`src/rtl/free_slot_alloc.sv`:
```
// rtl/free_slot_alloc.sv - multi-port lowest-free-slot allocator over an occupancy bitmap.
// Define SLOT_ALLOC_BYPASS_EN to let slots released this cycle be re-granted in the same cycle.
module free_slot_alloc #(
    parameter int CW = 4,
    parameter int DW = 2**CW,
    parameter int AP = 2,
    parameter int RP = 2
) (
    input  logic             CLK,
    input  logic             RSTn,
    input  logic [AP-1:0]    alloc_req,
    output logic [AP-1:0]    alloc_gnt,
    output logic [AP*CW-1:0] alloc_idx,
    input  logic [RP-1:0]    rls_valid,
    input  logic [RP*CW-1:0] rls_idx,
    input  logic             flush,
    output logic [CW:0]      free_cnt,
    output logic             full,
    output logic             empty
);

    logic [DW-1:0] occ_q, occ_d;
    logic [DW-1:0] rls_mask;
    logic [DW-1:0] free_set;
    logic [DW-1:0] gnt_mask;
    logic [AP-1:0] gnt_raw;

    // Balanced binary tree of CW levels: returns {found, lowest set index}.
    function automatic logic [CW:0] first_set(input logic [DW-1:0] v);
        logic          vld [DW];
        logic [CW-1:0] pos [DW];
        for (int i = 0; i < DW; i++) begin
            vld[i] = v[i];
            pos[i] = CW'(i);
        end
        for (int l = 0; l < CW; l++) begin
            for (int i = 0; i < (DW >> (l + 1)); i++) begin
                pos[i] = vld[2*i] ? pos[2*i] : pos[2*i+1];
                vld[i] = vld[2*i] | vld[2*i+1];
            end
        end
        return {vld[0], pos[0]};
    endfunction

    always_comb begin
        rls_mask = '0;
        for (int p = 0; p < RP; p++) begin
            if (rls_valid[p]) begin
                rls_mask[rls_idx[p*CW +: CW]] = 1'b1;
            end
        end
    end

`ifdef SLOT_ALLOC_BYPASS_EN
    assign free_set = ~occ_q | rls_mask;
`else
    assign free_set = ~occ_q;
`endif

    // Each port searches what the lower ports left behind, so grants stay in port order.
    always_comb begin
        logic [DW-1:0] avail;
        logic [CW:0]   hit;
        avail     = free_set;
        gnt_raw   = '0;
        gnt_mask  = '0;
        alloc_idx = '0;
        hit       = '0;
        for (int k = 0; k < AP; k++) begin
            hit = first_set(avail);
            if (alloc_req[k] && hit[CW]) begin
                gnt_raw[k]              = 1'b1;
                alloc_idx[k*CW +: CW]   = hit[CW-1:0];
                gnt_mask[hit[CW-1:0]]   = 1'b1;
                avail[hit[CW-1:0]]      = 1'b0;
            end
        end
    end

    assign alloc_gnt = gnt_raw & {AP{~flush & RSTn}};

    always_comb begin
        if (flush) begin
            occ_d = '0;
        end else begin
            occ_d = (occ_q & ~rls_mask) | gnt_mask;
        end
    end

    always_ff @(posedge CLK or negedge RSTn) begin
        if (!RSTn) begin
            occ_q <= '0;
        end else begin
            occ_q <= occ_d;
        end
    end

    always_comb begin
        free_cnt = '0;
        for (int i = 0; i < DW; i++) begin
            free_cnt = free_cnt + {{CW{1'b0}}, ~occ_q[i]};
        end
    end

    assign full  = &occ_q;
    assign empty = ~|occ_q;

endmodule

```
`config.mk`:
```
export PLATFORM = sky130hd
export DESIGN_NAME = free_slot_alloc
export DESIGN_NICKNAME = d
export VERILOG_FILES = /design/src/rtl/free_slot_alloc.sv
export SDC_FILE = /design/constraint.sdc
export NUM_CORES = 1
export LEC_CHECK = 0
export ABC_AREA = 0
export CAP_MARGIN = 20
export CORE_MARGIN = 2
export CORE_UTILIZATION = 35
export DETAILED_ROUTE_END_ITERATION = 12
export DONT_BUFFER_PORTS = 1
export GPL_TIMING_DRIVEN = 0
export PLACE_DENSITY_LB_ADDON = 0.08
export SYNTH_ARGS = -nofsm -noshare
export SYNTH_HDL_FRONTEND = slang
export SYNTH_SLANG_ARGS = --single-unit
export TNS_END_PERCENT = 30
```
`constraint.sdc`:
```
create_clock -name CLK -period 6.55 [get_ports CLK]
set_input_delay 1.965 -clock CLK [delete_from_list [all_inputs] [get_ports CLK]]
set_output_delay 1.965 -clock CLK [all_outputs]
set_load 0.05 [all_outputs]
```
==> results_dict.tcl, run 1 <==
set metrics [dict create \
    status "finished, final reports clean" \
    clock_path_buffers 2 \
    path_clk_slew_ns 0.06 \
    startpoint_type "input pin" \
    finalSetupViolations 0 \
    synth_most_common_cell "nor2_1" \
    fin_nets 298 \
    setup.worst_path.class "input pin to primary output" \
    worstPathArrival_ns 4.37 \
    worst_ir_drop_vdd_uv 352 \
    ant_nets 0 \
    netlist_instances 259 \
    rsz0062_at_grt "false" \
    powerDensity_mw_per_mm2 272 \
    largest_register "occ_q" \
    grtUsageTotal_pct 21.0 \
    grt_max_degree 18 \
    cts_buffers 3 \
    synth.area.top_cells "dfrtp_1 19%, fa_1 9.4%, nor2_1 4.4%" \
    die_w_um 81.9 \
    grt_pass1_vias 2029 \
    drive_gt1_share_pct 11.4 \
    avgSynthCellArea_um2 8.21 \
    relSlewSlack_pct 26.5 \
    dieHeight_um 81.9 \
    drc 0 \
    syn_area_mm2 0.00213 \
    min_period_ns 6.34 \
    diodes 0 \
    ys.flop_type "dfrtp_1" \
    drt_wl_total_um 6860 \
    grt_pass1_wl_um 10600 \
    hold_ws_ns 0.774 \
    drv_cap 0 \
    drtPass1Iterations 4 \
    yosys_warnings 0 \
    cts_tree "yes" \
    wl_per_cell_um 20.2 \
    critical_path_required_ns 4.59 \
    vias_per_cell 6.32 \
    clock.fmax_mhz 158 \
    max_stage_delay_ns 0.51 \
    synth_edf_count 0 \
    drt-initial-drc-count 316 \
    synth_nets 291 \
    io_pins 32 \
    start_util_pct 36.1 \
    dieArea_mm2 0.00671 \
    top_regs "occ_q: 16 flops" \
    cts_num_sinks 16 \
    worst_slew_pin_slew_ns 1.09 \
    ys_seq_area_share_pct 18.8 \
    area_growth_pct 7.89 \
    holdBufCountCts 0 \
    cp_slowest_cell "o31ai_2" \
    seqCellArea_um2 400 \
    cts_max_level 1 \
    ys_types 60 \
    async_flop_share_pct 100 \
    end_kind "primary output" \
    overflow 0 \
    antenna_found_initial 0 \
    multiInputGateArea_mm2 0.00160 \
    critPathMaxFanout 9 \
    crit_chain "buf_4 -> nand4_1 -> nor2_1 -> nand3_1 -> a211oi_1 -> o211ai_1 -> o31ai_2 -> nor2_1" \
    gp_congestion 0.942 \
    largest_reg_flops 16 \
    critical_path.most_common_cell "nor2_1" \
    fill_cells 608 \
    num_vias 2142 \
    hold_violations 0 \
    fin_worst_skew_ns 0.00291 \
    cp_num_buf_inv 1 \
    post-route-util_pct 39.0 \
    yosys.area.top_type "dfrtp_1" \
    p_leak_nw 0.820 \
    clk_latency_ns 0.25 \
    post_cts_resized 0 \
    dp_hpwl_um 5660 \
    std_cell_rows 28 \
    io_buffers 0 \
    yosys-top-cells-count "25 x nor2_1, 23 x inv_1, 19 x nand2_1" \
    crit_family "simple AND/OR/NAND/NOR gates" \
    core_mm2 0.00589 \
    synth_top_area_share_pct 18.8 \
    finalMaxSlewViolations 0 \
    ys_seq_elements 16 \
    worstHoldPathType "flip-flop to flip-flop" \
    timing.final.crit_share_pct 96.7 \
    post_cts_buffers 0 \
    root_buffer "clkbuf_8" \
]
## cells in the final DEF, fill, tap and decap left out, types with 5 or more instances in the layout
cell type	instances
nor2_1	24
inv_1	23
nand2_1	19
dfrtp_1	16
a21oi_1	15
o32ai_1	10
fa_1	10
nor2b_1	9
a32oi_1	9
a22oi_1	8
nand3_1	7
nand4_1	7
ha_1	7
a221oi_1	6
o22ai_1	6
buf_4	5
maj3_1	5
## final timing paths
kind | startpoint | to | slack, ns | cells past startpoint
hold / removal | occ_q[3] | occ_q[3] | 0.77 | 2
max in group asynchronous | RSTn | occ_q[9] | 5.07 | 0
min in group asynchronous | RSTn | occ_q[1] | 1.41 | 0
setup / recovery | alloc_req[0] | alloc_idx[7] | 0.21 | 8
hold reg to reg | occ_q[3] | occ_q[3] | 0.77 | 2
setup reg to reg | occ_q[2] | occ_q[7] | 3.53 | 9
## routing by layer
layer / vias to the layer above / part of all wire [%] / track usage, %
li1: 1017 / - / -
met1: 1034 / 48 / 30.9
met2: 83 / 44 / 34.6
met3: 8 / 6.6 / 0.879
met4: 0 / 1.1 / 3.50
met5: - / 0 / 0
## cell families after synthesis
| logic type | count (synthesis) | synth area share [%] |
|---|---|---|
| fa+ha+maj | 22 | 15.9 |
| flops | 16 | 18.8 |
| compound gates | 87 | 32.6 |
| buf+inv | 33 | 6.59 |
| simple gates | 98 | 24.8 |
| xor+xnor | 3 | 1.24 |
## tightest hold or removal path, delay by kind of cell, from the launching register on
family         cells  cell delay (ns)
flip-flops         1             0.47
AO/OA/AOI/OAI      2             0.25
## per-stage QoR
stage | setup WS (ns) | cell area (um^2) | setup TNS (ns) | total power, mW | cells
2_1_floorplan | 0.0914 | 2130 | 0 | 0.499 | 259
3_3_place_gp | -0.106 | 2220 | -0.106 | 0.552 | 334
3_5_place_dp | 0.134 | 2240 | 0 | 0.555 | 336
4_1_cts | 0.135 | 2290 | 0 | 0.627 | 339
5_1_grt | 0.0283 | 2290 | 0 | 0.664 | 339
6_report | 0.215 | 2290 | 0 | 0.623 | 339
## cell type report
| cell class | count | share of cell area, % |
|---|---|---|
| Clock buffer | 3 | 1.80 |
| Sequential cell | 16 | 17.5 |
| Timing Repair Buffer | 2 | 0.655 |
| Inverter | 23 | 3.76 |
| Buffer | 10 | 2.35 |
| Multi-Input combinational cell | 210 | 69.9 |
| Tap cell | 75 | 4.09 |
## report_power, final
group	switching, mW	total (mW)	internal, mW
sequential	0.0110	0.116	0.105
clock	0.0303	0.0710	0.0407
combinational	0.326	0.436	0.110
No activity file was read; power rests on OpenSTA's default activity.
==> run 2: changes to the inputs <==
- GPL_ROUTABILITY_DRIVEN: not set -> 1
==> results of run 2 <==
Final layout, timing and power as in run 1 (identical DEF).
